File: src/rtl/fault_freeze_ctrl.sv
// Fault freeze/rollback controller: freezes on a detected fault, requests a checkpoint
// rollback, limits recoveries, and halts permanently. Optional macro: FREEZE_TIMEOUT_EN.
module fault_freeze_ctrl #(
  parameter int FREEZE_CYCLES  = 4,
  parameter int MAX_RETRY      = 3,
  parameter int CLEAR_CYCLES   = 16,
  parameter int TIMEOUT_CYCLES = 32,
  parameter int CNT_W          = 8
) (
  input  logic             clk,
  input  logic             rst,
  input  logic             fault_detect,
  input  logic             rollback_ack,
  output logic             freeze_en,
  output logic             rollback_req,
  output logic             halted,
  output logic [CNT_W-1:0] fault_count
);

  localparam int RW = (MAX_RETRY > 0) ? $clog2(MAX_RETRY + 1) : 1;
  localparam int FW = (FREEZE_CYCLES > 1) ? $clog2(FREEZE_CYCLES) : 1;
  localparam int CW = $clog2(CLEAR_CYCLES + 1);

  localparam logic [RW-1:0] MAX_R       = RW'(MAX_RETRY);
  localparam logic [FW-1:0] FREEZE_LAST = FW'(FREEZE_CYCLES - 1);
  localparam logic [CW-1:0] CLEAR_C     = CW'(CLEAR_CYCLES);

  typedef enum logic [1:0] {S_RUN, S_FREEZE, S_ROLLBACK, S_HALT} state_t;

  state_t           state_q;
  logic             freeze_en_q;
  logic             rollback_req_q;
  logic             halted_q;
  logic [CNT_W-1:0] fault_count_q;
  logic [CNT_W-1:0] fault_count_d;
  logic [RW-1:0]    retry_cnt_q;
  logic [FW-1:0]    freeze_cnt_q;
  logic [CW-1:0]    clean_cnt_q;
  logic [CW-1:0]    clean_cnt_d;

`ifdef FREEZE_TIMEOUT_EN
  localparam int TW = (TIMEOUT_CYCLES > 1) ? $clog2(TIMEOUT_CYCLES) : 1;
  localparam logic [TW-1:0] TO_LAST = TW'(TIMEOUT_CYCLES - 1);
  logic [TW-1:0] to_cnt_q;
`endif

  // Both counters hold at their ceiling rather than wrapping.
  assign fault_count_d = (fault_count_q == '1) ? fault_count_q : fault_count_q + 1'b1;
  assign clean_cnt_d   = (clean_cnt_q == CLEAR_C) ? clean_cnt_q : clean_cnt_q + 1'b1;

  always_ff @(posedge clk or posedge rst) begin
    if (rst) begin
      state_q        <= S_RUN;
      freeze_en_q    <= 1'b0;
      rollback_req_q <= 1'b0;
      halted_q       <= 1'b0;
      fault_count_q  <= '0;
      retry_cnt_q    <= '0;
      freeze_cnt_q   <= '0;
      clean_cnt_q    <= '0;
`ifdef FREEZE_TIMEOUT_EN
      to_cnt_q       <= '0;
`endif
    end else begin
      case (state_q)
        S_RUN: begin
          if (fault_detect) begin
            fault_count_q <= fault_count_d;
            clean_cnt_q   <= '0;
            freeze_en_q   <= 1'b1;
            if (retry_cnt_q < MAX_R) begin
              state_q      <= S_FREEZE;
              freeze_cnt_q <= '0;
            end else begin
              state_q  <= S_HALT;
              halted_q <= 1'b1;
            end
          end else begin
            clean_cnt_q <= clean_cnt_d;
            if (clean_cnt_d == CLEAR_C) retry_cnt_q <= '0;
          end
        end
        S_FREEZE: begin
          if (freeze_cnt_q == FREEZE_LAST) begin
            state_q        <= S_ROLLBACK;
            rollback_req_q <= 1'b1;
`ifdef FREEZE_TIMEOUT_EN
            to_cnt_q       <= '0;
`endif
          end else begin
            freeze_cnt_q <= freeze_cnt_q + 1'b1;
          end
        end
        S_ROLLBACK: begin
          // An ack on the final timeout cycle still counts as a successful recovery.
          if (rollback_ack) begin
            state_q        <= S_RUN;
            freeze_en_q    <= 1'b0;
            rollback_req_q <= 1'b0;
            clean_cnt_q    <= '0;
            if (retry_cnt_q < MAX_R) retry_cnt_q <= retry_cnt_q + 1'b1;
          end
`ifdef FREEZE_TIMEOUT_EN
          else if (to_cnt_q == TO_LAST) begin
            state_q        <= S_HALT;
            rollback_req_q <= 1'b0;
            halted_q       <= 1'b1;
          end else begin
            to_cnt_q <= to_cnt_q + 1'b1;
          end
`endif
        end
        S_HALT: begin
          state_q <= S_HALT;
        end
        default: begin
          state_q <= S_RUN;
        end
      endcase
    end
  end

  assign freeze_en    = freeze_en_q;
  assign rollback_req = rollback_req_q;
  assign halted       = halted_q;
  assign fault_count  = fault_count_q;

endmodule

File: config.mk
export PLATFORM = sky130hd
export DESIGN_NAME = fault_freeze_ctrl
export DESIGN_NICKNAME = d
export VERILOG_FILES = /design/src/rtl/fault_freeze_ctrl.sv
export SDC_FILE = /design/constraint.sdc
export NUM_CORES = 1
export LEC_CHECK = 0
export ABC_AREA = 1
export BUFFER_PORTS_ARGS = -buffer_cell sky130_fd_sc_hd__buf_2
export CAP_MARGIN = 10
export CORE_ASPECT_RATIO = 0.75
export CORE_UTILIZATION = 56
export DETAILED_ROUTE_END_ITERATION = 6
export PLACE_DENSITY = 0.86
export SYNTH_ARGS = -nofsm -noshare
export SYNTH_HDL_FRONTEND = slang
export SYNTH_SLANG_ARGS = --single-unit
File: constraint.sdc
create_clock -name clk -period 1.6 [get_ports clk]
set_input_delay 0.16 -clock clk [delete_from_list [all_inputs] [get_ports clk]]
set_output_delay 0.16 -clock clk [all_outputs]
set_load 0.01 [all_outputs]
# ---- Word-level counts from Yosys, hierarchy flattened
# Cells that the tools add are included.
dict set report word_totals {
  register_bits 22
  latch_bits 0
  mem_bits_rw 0
  mem_bits_ro 0
  inputBits 4
  elab_cells 65
  memories 0
}
dict set report classes {
  addsub 4
  multipliers 0
  div 0
  order_cmp 1
  eq_ne 15
  n_shift 0
  n_mux 23
  bitwise 2
  n_reduce_logical 12
}
# op count
set ops {}
lappend ops {{two-way mux 2 bit} 11}
lappend ops {{inequality test 2 bit (second input constant)} 8}
lappend ops {{two-way mux 5 bit} 3}
lappend ops {{AND reduction 3 bit} 5}
lappend ops {{== test 5 bit (second input constant)} 2}
lappend ops {{one-hot mux 5 bit (2 select lines)} 1}
lappend ops {{adder 8 x 1 -> 8 bit (second input constant)} 1}
lappend ops {{== test 8 bit (second input constant)} 1}
lappend ops {{one-hot mux 2 bit (2 select lines)} 2}
lappend ops {{one-hot mux 2 bit (4 select lines)} 1}
lappend ops {{== test 2 bit (second input constant)} 3}
lappend ops {{nonzero test 2 bit} 3}
lappend ops {{adder 5 x 1 -> 5 bit (second input constant)} 1}
lappend ops {{AND reduction 5 bit} 1}
lappend ops {{adder 2 x 1 -> 2 bit (second input constant)} 2}
lappend ops {{one-hot mux 1 bit (2 select lines)} 2}
lappend ops {{AND reduction 4 bit} 1}
lappend ops {{two-way mux 1 bit} 3}
lappend ops {{== test 2 x 1 -> 1 bit (second input constant)} 1}
lappend ops {{zero test 2 bit} 1}
lappend ops {{less-than comparator 2 bit (second input constant)} 1}
lappend ops {{NOT 1 bit} 2}
lappend ops {{AND reduction 2 bit} 1}

# ---- Longest topological paths before layout
# Gate-level depths: netlist of the first run.
dict set report logic_depth {
  ltp_word 6
  mapped_depth 13
  ltp_nobuf 13
}

# ---- Worst setup path before layout of the first run
# No wires, ideal clock.
dict set report synth_timing {
  path_kind {flip-flop to flip-flop}
  from {register state_q[0]}
  to {register retry_cnt_q[0]}
  setup_time_ps 116
  arrival_ps 1334
  t_required_ps 1484
  setup_slack_ps 149
  stages_incl_launch_ff 11
  synth_period_minus_slack_ps 1451
  cell_sequence {dfrtp_1 -> inv_1 -> ha_1 -> inv_2 -> nor2_2 -> inv_2 -> o21ai_2 -> a211oi_2 -> nand2_1 -> nand2_1 -> nand2_1}
}
dict set report synth_via {
  elab_chain_len 3
}
# item line_no
set synth_rtl {}
lappend synth_rtl {{from (decl)} 30} ;# state_t state_q;
lappend synth_rtl {{from (signal assigned)} 53} ;# state_q <= S_RUN;
lappend synth_rtl {{from (signal assigned)} 72} ;# state_q <= S_FREEZE;
lappend synth_rtl {{from (signal assigned)} 75} ;# state_q <= S_HALT;
lappend synth_rtl {{== test 2 bit / zero test 2 bit (equally long branches)} 65} ;# case (state_q)
lappend synth_rtl {{inequality test 2 bit (no source line) / nonzero test 2 bit (equally long branches)} n/a}
lappend synth_rtl {{AND reduction 5 bit (no source line)} n/a}
lappend synth_rtl {{to (signal assigned)} 101} ;# if (retry_cnt_q < MAX_R) retry_cnt_q <= retry_cnt_q + 1'b1;
lappend synth_rtl {{to (decl)} 36} ;# logic [RW-1:0] retry_cnt_q;
# Parallel ways exist; a longest one is shown, timed or not.
# A chain may end at the register's enable or synchronous reset.

# ---- Final worst setup path of the first run
dict set report layout_timing {
  from {register state_q[0]}
  to {register clean_cnt_q[0]}
}
dict set report layout_via {
  elab_chain_len 3
}
# item line_no
set layout_rtl {}
lappend layout_rtl {{== test 2 bit / zero test 2 bit (equally long branches)} 65}
lappend layout_rtl {{inequality test 2 bit (no source line) / nonzero test 2 bit (equally long branches)} n/a}
lappend layout_rtl {{AND reduction 2 bit (no source line)} n/a}
lappend layout_rtl {{to (signal assigned)} 79} ;# clean_cnt_q <= clean_cnt_d;
lappend layout_rtl {{to (decl)} 38} ;# logic [CW-1:0] clean_cnt_q;
# Parallel ways exist; a longest one is shown, timed or not.

==> flow_summary.html, run 1 <==
<table>
<tr><th>Metric</th><th>Value</th></tr>
<tr><th colspan="2">Clocking</th></tr>
<tr><td>Clock tree from TritonCTS</td><td>built</td></tr>
<tr><td>Level count of the clock H-tree</td><td>1</td></tr>
<tr><td>Number of buffers created by CTS</td><td>3</td></tr>
<tr><td>Number of buffers on the longest clock path</td><td>2</td></tr>
<tr><td>Clock Pin Slew Worst Setup and Hold Paths</td><td>0.12 ns</td></tr>
<tr><td>Clock Root Buffer</td><td>clkbuf_4</td></tr>
<tr><td>Total number of clock tree sinks</td><td>22</td></tr>
<tr><td>Clock insertion delay at the later pin of the skew report</td><td>0.31 ns</td></tr>
<tr><th colspan="2">Pwr</th></tr>
<tr><td>Total power density per cell area</td><td>570.9 mW/mm²</td></tr>
<tr><td>Total power consumption of the routed design</td><td>0.8887 mW</td></tr>
<tr><td>Leakage</td><td>0.8615 nW</td></tr>
<tr><td>Worst vdd rail ir drop</td><td>0.4567 mV</td></tr>
<tr><th colspan="2">Logic synthesis</th></tr>
<tr><td>Number of cells produced by synthesis</td><td>151</td></tr>
<tr><td>Area fraction in compound gates after synthesis</td><td>10.48%</td></tr>
<tr><td>Dominant combinational cell family by area after synthesis</td><td>simple AND/OR/NAND/NOR gates</td></tr>
<tr><td>Synth Area in XOR/XNOR</td><td>4.114%</td></tr>
<tr><td>Mapped Nets</td><td>164</td></tr>
<tr><td>Share of synthesized cell area in and, or, nand and nor gates</td><td>26.54%</td></tr>
<tr><td>Syn Std Cell Area</td><td>0.001277 mm²</td></tr>
<tr><td>Post-synthesis sequential element count</td><td>22</td></tr>
<tr><td>Number of distinct standard cells referenced by the synthesized netlist</td><td>30</td></tr>
<tr><td>Area share of fa/ha/maj cells after synthesis</td><td>8.815%</td></tr>
<tr><td>Fraction of synthesized area in multiplexers</td><td>0.7835%</td></tr>
<tr><td>Share of synthesized area occupied by flip-flops and latches</td><td>43.10%</td></tr>
<tr><td>Synthesized area per cell</td><td>8.460 µm²</td></tr>
<tr><td>Total of warnings raised by yosys</td><td>0</td></tr>
<tr><th colspan="2">Min path</th></tr>
<tr><td>Worst hold-check path type</td><td>input port to register</td></tr>
<tr><td>Worst Hold Depth</td><td>5</td></tr>
<tr><td>Hold path endpoint</td><td>rollback_req</td></tr>
<tr><td>Hold_sp</td><td>rollback_ack</td></tr>
<tr><th colspan="2">Detailed routing</th></tr>
<tr><td>DRC violation count after routing</td><td>2</td></tr>
<tr><td>M1 wire length</td><td>1261 µm</td></tr>
<tr><td>Length of routed met3 wiring</td><td>134 µm</td></tr>
<tr><td>Routed length on met2</td><td>1280 µm</td></tr>
<tr><td>Routed vias/inst</td><td>5.433</td></tr>
<tr><td>Number of nets with antenna violations after routing</td><td>0</td></tr>
<tr><td>Highest routing layer actually used</td><td>met4</td></tr>
<tr><td>Initial detailed-routing violation count</td><td>58</td></tr>
<tr><td>Average detailed-routed wire length per instance</td><td>13.46 µm</td></tr>
<tr><td>First-pass iteration count of the detailed router</td><td>6</td></tr>
<tr><td>Via count</td><td>1103</td></tr>
<tr><td>Final WL</td><td>2733 µm</td></tr>
<tr><th colspan="2">Worst setup path</th></tr>
<tr><td>Worst Path Arrival</td><td>1.73 ns</td></tr>
<tr><td>Required arrival time at the worst endpoint</td><td>1.81 ns</td></tr>
<tr><td>Endpoint kind of the worst setup timing path</td><td>register</td></tr>
<tr><td>Nature of the critical path startpoint</td><td>register</td></tr>
<tr><td>Critical path start-end classification</td><td>register to register</td></tr>
<tr><td>Source of the worst register-to-register timing path</td><td>state_q[0]</td></tr>
<tr><td>Critical path fanouts, max</td><td>4</td></tr>
<tr><td>Worst reg-to-reg path cell count</td><td>8</td></tr>
<tr><td>Reg2reg end</td><td>clean_cnt_q[0]</td></tr>
<tr><td>Reg-to-reg setup timing slack</td><td>0.08 ns</td></tr>
<tr><th colspan="2">Die</th></tr>
<tr><td>Row count</td><td>14</td></tr>
<tr><td>Die outline height</td><td>43.37 µm</td></tr>
<tr><td>X dimension of the die</td><td>57.15 µm</td></tr>
<tr><td>Area of the core</td><td>0.002085 mm²</td></tr>
<tr><td>Effective utilization at floorplan</td><td>61.28%</td></tr>
<tr><td>I/O pin cnt</td><td>15</td></tr>
<tr><td>Area of the die</td><td>0.002478 mm²</td></tr>
<tr><th colspan="2">Layout</th></tr>
<tr><td>Highest-count cells in the layout ignoring fill and taps</td><td>nand2_1, dfrtp_1, buf_2</td></tr>
<tr><td>Share of final-layout standard cells stronger than drive strength 1</td><td>35.75%</td></tr>
<tr><td>Antenna diodes</td><td>0</td></tr>
<tr><td>Number of nets in the layout</td><td>193</td></tr>
<tr><td>Count of non-filler cells in the finished layout</td><td>203</td></tr>
<tr><td>Final Core Density</td><td>74.67%</td></tr>
<tr><td>Area delta synth-&gt;final</td><td>21.84%</td></tr>
<tr><td>Commonest non-fill, non-tap cell in the layout</td><td>nand2_1</td></tr>
<tr><th colspan="2">STA</th></tr>
<tr><td>Slew margin rel.</td><td>78.43%</td></tr>
<tr><td>Final-report setup violation count</td><td>0</td></tr>
<tr><td>Minimum period implied by the final worst setup slack</td><td>1.518 ns</td></tr>
<tr><td>Worst-margin pin slew</td><td>0.3234 ns</td></tr>
<tr><td>Max Clock Skew</td><td>0.009681 ns</td></tr>
<tr><td>Setup TNS</td><td>0 ns</td></tr>
<tr><td>Total count of hold-check failures in the final report</td><td>0</td></tr>
<tr><td>Worst hold slack</td><td>0.2127 ns</td></tr>
<tr><td>Pins Over Slew Limit</td><td>0</td></tr>
<tr><td>Fraction of the cycle the final worst path needs</td><td>94.85%</td></tr>
<tr><td>Achievable frequency</td><td>0.6589 GHz</td></tr>
<tr><th colspan="2">Placement</th></tr>
<tr><td>Number of buffers added on ports</td><td>14</td></tr>
<tr><td>Routability Congestion</td><td>0.8542</td></tr>
<tr><td>Detailed Place HPWL</td><td>1873 µm</td></tr>
<tr><td>Number of placed cells counting well taps</td><td>194</td></tr>
<tr><th colspan="2">Flow run</th></tr>
<tr><td>Count of maximum capacitance violations</td><td>0</td></tr>
<tr><th colspan="2">GRT</th></tr>
<tr><td>Via count of the first global-routing pass</td><td>1014</td></tr>
<tr><td>Antenna violations before repair</td><td>0</td></tr>
<tr><td>Wire length of the first global-routing pass</td><td>4319 µm</td></tr>
<tr><td>Total GRT Usage</td><td>23.53%</td></tr>
<tr><td>Total gr overflow</td><td>0</td></tr>
<tr><td>Pin count of the biggest net entering global routing</td><td>23</td></tr>
<tr><th colspan="2">Run status</th></tr>
<tr><td>Failing checks</td><td>design-rule violations</td></tr>
<tr><td>Outcome</td><td>finished, violations left</td></tr>
</table>
==> critical path: stages (launching register included) <==
cell     delay (ns)
dfrtp_1        0.43
inv_2          0.11
ha_2           0.23
inv_2          0.05
nor2_2         0.11
inv_2          0.05
o21ai_2        0.13
inv_2          0.08
o21ai_0        0.22
==> layout make-up <==
class,instances,area [µm²]
well taps,24,30.03
fillers,141,528.0
inverters,21,78.83
clock buffers,4,36.28
multi-input cells,108,711.9
flip-flops and latches,22,551.8
repair buffers,24,147.6
==> cells by family (layout without fill, tap and decap cells) <==
kind of cell    after synthesis  count (layout)
compound gates               20              20
xor+xnor                      6               6
fa+ha+maj                     9               9
buf+inv                      21              49
flops                        22              22
mux                           1               1
simple gates                 72              72
==> metrics by stage <==
| stage | worst slack (ns) | instance area (µm²) |
|---|---|---|
| floorplan | 0.1490 | 1277 |
| global placement | 0.09092 | 1415 |
| detailed placement | 0.04366 | 1415 |
| CTS | 0.0007434 | 1461 |
| global route | -0.02571 | 1556 |
| finish | 0.08240 | 1556 |
==> routing by layer <==
| layer | up-vias | track usage (%) |
|---|---|---|
| met5 | - | 0 |
| met4 | 0 | 10.73 |
| met3 | 9 | 6.567 |
| met2 | 38 | 37.18 |
| met1 | 511 | 30.62 |
| li1 | 545 | - |
==> synth_stat cells, drive strengths merged <==
library cell / count / share of area [%]
a21oi: 2 / 1.1
a32o: 1 / 0.78
a211oi: 1 / 0.98
o221ai: 1 / 0.69
o21ai: 10 / 4.2
ha: 9 / 8.8
mux2i: 1 / 0.78
nand3: 11 / 4.7
nand4: 2 / 0.98
o22ai: 2 / 0.98
a21o: 1 / 0.59
nor2: 14 / 5.3
inv: 21 / 6.2
nand2: 43 / 14
a31oi: 1 / 0.49
xor2: 3 / 2.1
dfrtp: 22 / 43
o32ai: 1 / 0.69
nand3b: 1 / 0.59
nor3: 1 / 0.78
xnor2: 3 / 2.1
==> report_power, final <==
group / switching, mW / internal (mW) / leakage [nW]
clock: 0.170 / 0.139 / 0.0210
combinational: 0.0146 / 0.00769 / 0.568
sequential: 0.000588 / 0.557 / 0.272
total: 0.185 / 0.704 / 0.861
==> state kept, by name, summed over array words and instances (netlist names) <==
register and count:
clean_cnt_q 5, fault_count 8, freeze_cnt_q 2, freeze_en 1, halted 1, retry_cnt_q 2
rollback_req 1, state_q 2
==> timing repair <==
| action | CTS | global route |
|---|---|---|
| hold buffers | 1 | 0 |
| buffers inserted | 0 | 4 |
| hold endpoints to repair | 22 | 0 |
| endpoints found under the setup margin | 0 | 14 |
| gates resized for setup | 0 | 23 |
==> worst max path at each step <==
stage,to,startpoint,cells past startpoint,slack (ns)
CTS,fault_count[4],state_q[0],9,0.0007
finish,clean_cnt_q[0],state_q[0],8,0.08
floorplan,retry_cnt_q[0],state_q[0],10,0.15
global placement,fault_count[4],state_q[0],9,0.09
global route,clean_cnt_q[2],state_q[1],6,-0.03
detailed placement,retry_cnt_q[0],state_q[0],8,0.04
No activity file was read; power rests on OpenSTA's default activity.
==> run 2: changes to the inputs <==
--- a/config.mk
+++ b/config.mk
@@ -9,6 +9,7 @@
 export BUFFER_PORTS_ARGS = -buffer_cell sky130_fd_sc_hd__buf_2
 export CAP_MARGIN = 10
 export CORE_ASPECT_RATIO = 0.75
+export CORE_MARGIN = 8
 export CORE_UTILIZATION = 56
 export DETAILED_ROUTE_END_ITERATION = 6
 export PLACE_DENSITY = 0.86
==> run 2 against run 1 <==
Compared with the run above:
- the run ends with negative setup slack left
- design area down 1.2%
- wire length up 5.4%
- core utilization down 5.8 points
- sequential cell count unchanged
- setup slack worse by 0.095 ns
- clock skew down 0.0041 ns
- sequential share of layout area up 0.43 points
- sequential power about the same
- global-route usage down 9.7 points
- clock power about the same
- hold slack worse by 0.034 ns
- combinational power about the same
- largest power group unchanged
==> flow_summary.html, run 2 (synthesized netlist as in run 1, its figures left out) <==
<table>
<tr><th>Metric</th><th>Value</th></tr>
<tr><th colspan="2">Layout</th></tr>
<tr><td>Area of the multi-input gates</td><td>699.4 µm² (was 711.9 µm²)</td></tr>
<tr><td>Share of final-layout standard cells stronger than drive strength 1</td><td>32.58% (was 35.75%)</td></tr>
<tr><td>Flip-flop count of the largest register after layout</td><td>8 (unchanged)</td></tr>
<tr><td>Count of non-filler cells in the finished layout</td><td>203 (unchanged)</td></tr>
<tr><td>Area delta synth-&gt;final</td><td>20.37% (was 21.84%)</td></tr>
<tr><td>Final Core Density</td><td>68.85% (was 74.67%)</td></tr>
<tr><td>Antenna diodes</td><td>0 (unchanged)</td></tr>
<tr><td>Fill cell instance count of the final layout</td><td>153 (was 141)</td></tr>
<tr><td>Footprint of the flip-flops and latches</td><td>551.8 µm² (unchanged)</td></tr>
<tr><td>Final design instance area without fill</td><td>0.001538 mm² (was 0.001556 mm²)</td></tr>
<tr><td>Highest-count cells in the layout ignoring fill and taps</td><td>nand2_1, dfrtp_1, buf_2 (unchanged)</td></tr>
<tr><td>Number of nets in the layout</td><td>192 (was 193)</td></tr>
<tr><td>Commonest non-fill, non-tap cell in the layout</td><td>nand2_1 (unchanged)</td></tr>
<tr><th colspan="2">STA</th></tr>
<tr><td>Slew margin rel.</td><td>79.35% (was 78.43%)</td></tr>
<tr><td>Max Clock Skew</td><td>0.005539 ns (was 0.009681 ns)</td></tr>
<tr><td>Worst-margin pin slew</td><td>0.3092 ns (was 0.3234 ns)</td></tr>
<tr><td>Fraction of the cycle the final worst path needs</td><td>100.8% (was 94.85%)</td></tr>
<tr><td>Final-report setup violation count</td><td>1 (was 0)</td></tr>
<tr><td>Total count of hold-check failures in the final report</td><td>0 (unchanged)</td></tr>
<tr><td>Minimum period implied by the final worst setup slack</td><td>1.613 ns (was 1.518 ns)</td></tr>
<tr><td>Achievable frequency</td><td>0.6201 GHz (was 0.6589 GHz)</td></tr>
<tr><td>Worst setup slack after layout</td><td>-0.01271 ns (was 0.08240 ns)</td></tr>
<tr><td>Setup TNS</td><td>-0.01271 ns (was 0 ns)</td></tr>
<tr><td>Unrepaired setup endpoints after global routing</td><td>yes</td></tr>
<tr><td>Pins Over Slew Limit</td><td>0 (unchanged)</td></tr>
<tr><th colspan="2">Detailed routing</th></tr>
<tr><td>Number of nets with antenna violations after routing</td><td>0 (unchanged)</td></tr>
<tr><td>DRC violation count after routing</td><td>0 (was 2)</td></tr>
<tr><td>First-pass iteration count of the detailed router</td><td>4 (was 6)</td></tr>
<tr><td>Average detailed-routed wire length per instance</td><td>14.19 µm (was 13.46 µm)</td></tr>
<tr><td>Final WL</td><td>2880 µm (was 2733 µm)</td></tr>
<tr><td>Routed vias/inst</td><td>5.355 (was 5.433)</td></tr>
<tr><td>Initial detailed-routing violation count</td><td>55 (was 58)</td></tr>
<tr><td>Via count</td><td>1087 (was 1103)</td></tr>
<tr><th colspan="2">Worst setup path</th></tr>
<tr><td>Nature of the critical path startpoint</td><td>register (unchanged)</td></tr>
<tr><td>Source of the critical timing path</td><td>state_q[0] (unchanged)</td></tr>
<tr><td>Reg-to-reg setup timing slack</td><td>-0.01 ns (was 0.08 ns)</td></tr>
<tr><td>Cells along the critical path</td><td>inv_1, ha_2, inv_2, nor2_2, inv_2, o21ai_2, a211oi_2, nand2_2, nand2_1, nand2_1 (was inv_2, ha_2, inv_2, nor2_2, inv_2, o21ai_2, inv_2, o21ai_0)</td></tr>
<tr><td>Crit path max-delay cell type</td><td>dfrtp_1 (unchanged)</td></tr>
<tr><td>Required arrival time at the worst endpoint</td><td>1.82 ns (was 1.81 ns)</td></tr>
<tr><td>Max stage delay on crit path</td><td>0.37 ns (was 0.43 ns)</td></tr>
<tr><td>Critical path start-end classification</td><td>register to register (unchanged)</td></tr>
<tr><td>Reg2reg end</td><td>retry_cnt_q[1] (was clean_cnt_q[0])</td></tr>
<tr><td>Source of the worst register-to-register timing path</td><td>state_q[0] (unchanged)</td></tr>
<tr><td>Worst Path Arrival</td><td>1.83 ns (was 1.73 ns)</td></tr>
<tr><td>Critical path fanouts, max</td><td>5 (was 4)</td></tr>
<tr><td>Capture point of the worst path</td><td>retry_cnt_q[1] (was clean_cnt_q[0])</td></tr>
<tr><td>Worst reg-to-reg path cell count</td><td>10 (was 8)</td></tr>
<tr><td>Endpoint kind of the worst setup timing path</td><td>register (unchanged)</td></tr>
<tr><th colspan="2">Die</th></tr>
<tr><td>Row count</td><td>15 (was 14)</td></tr>
<tr><td>Effective utilization at floorplan</td><td>57.20% (was 61.28%)</td></tr>
<tr><td>I/O pin cnt</td><td>15 (unchanged)</td></tr>
<tr><td>Die outline height</td><td>57.37 µm (was 43.37 µm)</td></tr>
<tr><td>Area of the core</td><td>0.002233 mm² (was 0.002085 mm²)</td></tr>
<tr><td>Area of the die</td><td>0.004082 mm² (was 0.002478 mm²)</td></tr>
<tr><td>X dimension of the die</td><td>71.15 µm (was 57.15 µm)</td></tr>
<tr><th colspan="2">GRT</th></tr>
<tr><td>Antenna violations before repair</td><td>0 (unchanged)</td></tr>
<tr><td>Total gr overflow</td><td>0 (unchanged)</td></tr>
<tr><td>Total GRT Usage</td><td>13.81% (was 23.53%)</td></tr>
<tr><td>Pin count of the biggest net entering global routing</td><td>23 (unchanged)</td></tr>
<tr><td>Via count of the first global-routing pass</td><td>1054 (was 1014)</td></tr>
<tr><td>Wire length of the first global-routing pass</td><td>4560 µm (was 4319 µm)</td></tr>
<tr><th colspan="2">Placement</th></tr>
<tr><td>Detailed Place HPWL</td><td>2062 µm (was 1873 µm)</td></tr>
<tr><td>Placement Cell Area</td><td>0.001409 mm² (was 0.001415 mm²)</td></tr>
<tr><td>Number of placed cells counting well taps</td><td>194 (unchanged)</td></tr>
<tr><td>Number of buffers added on ports</td><td>14 (unchanged)</td></tr>
<tr><td>Routability Congestion</td><td>0.8660 (was 0.8542)</td></tr>
<tr><th colspan="2">Clocking</th></tr>
<tr><td>Total number of clock tree sinks</td><td>22 (unchanged)</td></tr>
<tr><td>Level count of the clock H-tree</td><td>1 (unchanged)</td></tr>
<tr><td>Number of buffers on the longest clock path</td><td>2 (unchanged)</td></tr>
<tr><td>Number of buffers created by CTS</td><td>3 (unchanged)</td></tr>
<tr><td>Clock Pin Slew Worst Setup and Hold Paths</td><td>0.12 ns (about the same)</td></tr>
<tr><td>Clock tree from TritonCTS</td><td>built (unchanged)</td></tr>
<tr><td>Clock Root Buffer</td><td>clkbuf_4 (unchanged)</td></tr>
<tr><td>Clock insertion delay at the later pin of the skew report</td><td>0.31 ns (about the same)</td></tr>
<tr><th colspan="2">Pwr</th></tr>
<tr><td>Total power density per cell area</td><td>576.3 mW/mm² (was 570.9 mW/mm²)</td></tr>
<tr><td>Worst vdd rail ir drop</td><td>0.3843 mV (was 0.4567 mV)</td></tr>
<tr><td>Total power consumption of the routed design</td><td>0.8862 mW (was 0.8887 mW)</td></tr>
<tr><td>Leakage</td><td>0.8549 nW (was 0.8615 nW)</td></tr>
<tr><th colspan="2">Min path</th></tr>
<tr><td>Worst Hold Depth</td><td>4 (was 5)</td></tr>
<tr><td>Worst hold-check path type</td><td>input port to register (unchanged)</td></tr>
<tr><th colspan="2">Flow run</th></tr>
<tr><td>Count of maximum capacitance violations</td><td>0 (unchanged)</td></tr>
<tr><th colspan="2">Run status</th></tr>
<tr><td>Outcome</td><td>finished, violations left (unchanged)</td></tr>
<tr><td>Failing checks</td><td>negative setup slack (was design-rule violations)</td></tr>
</table>
run 2: cell count changes in the layout (fill, tap and decap cells not counted):
cell | before | now
nand2_1 | 33 | 36
nand2_2 | 8 | 5
inv_1 | 9 | 11
inv_2 | 12 | 10
a211oi_2 | 0 | 1
a211oi_4 | 1 | 0
buf_4 | 9 | 8
nor2_2 | 3 | 4
nor2_4 | 2 | 1
o21ai_0 | 7 | 8
o21ai_1 | 2 | 1
o22ai_2 | 1 | 0
o22ai_4 | 0 | 1
run 2: cell type report:
cell class | instances | share of cell area [%]
clock buffer | 4 | 2.360
inverter | 21 | 5.126
multi-input combinational | 108 | 45.48
sequential | 22 | 35.88
tap | 25 | 2.034
timing repair buffer | 23 | 9.113
run 2: layer usage:
layer	routed length [µm]	global-route usage (%)	vias up
met2	1459	24.28	31
met1	1277	16.03	509
met5	0	0	-
li1	-	-	545
met3	131	4.371	2
met4	12	2.655	0
run 2: worst max-delay path: cells and delay by family, from the launching register on:
kind            cells  cell delay (ns)
compound gates      2             0.40
fa+ha+maj           1             0.25
buf+inv             3             0.23
flops               1             0.37
simple gates        4             0.28
run 2: how the worst min path moves through the flow:
stage / startpoint / endpoint / slack (ns)
6_report: fault_detect / clean_cnt_q[2] / 0.18
5_1_grt: fault_detect / clean_cnt_q[2] / 0.20
4_1_cts: fault_detect / clean_cnt_q[2] / 0.16
3_5_place_dp: rst / freeze_cnt_q[0] / 0.21
3_3_place_gp: rst / freeze_cnt_q[0] / 0.20
2_1_floorplan: rst / clean_cnt_q[0] / 0.15
run 2: what timing repair did:
action / in CTS / in global routing
hold endpoints to repair: 22 / 0
pin swaps: 0 / 6
setup buffers: 1 / 3
endpoints found under the setup margin: 3 / 13
resized for setup: 1 / 15
hold buffers: 1 / 0
run 2: stage by stage:
stage,hold WS (ns),setup slack (ns)
after floorplan,0.1492,0.1490
after detailed placement,0.2068,0.01004
after global placement,0.2018,0.06133
after CTS,0.1570,0.01552
final,0.1789,-0.01271
after global routing,0.1953,-0.1024
run 2: report_power, final:
group	internal (mW)	switching (mW)	leakage [nW]	total, mW
sequential	0.557	0.000638	0.272	0.558
clock	0.139	0.167	0.0210	0.306
combinational	0.00768	0.0148	0.562	0.0225
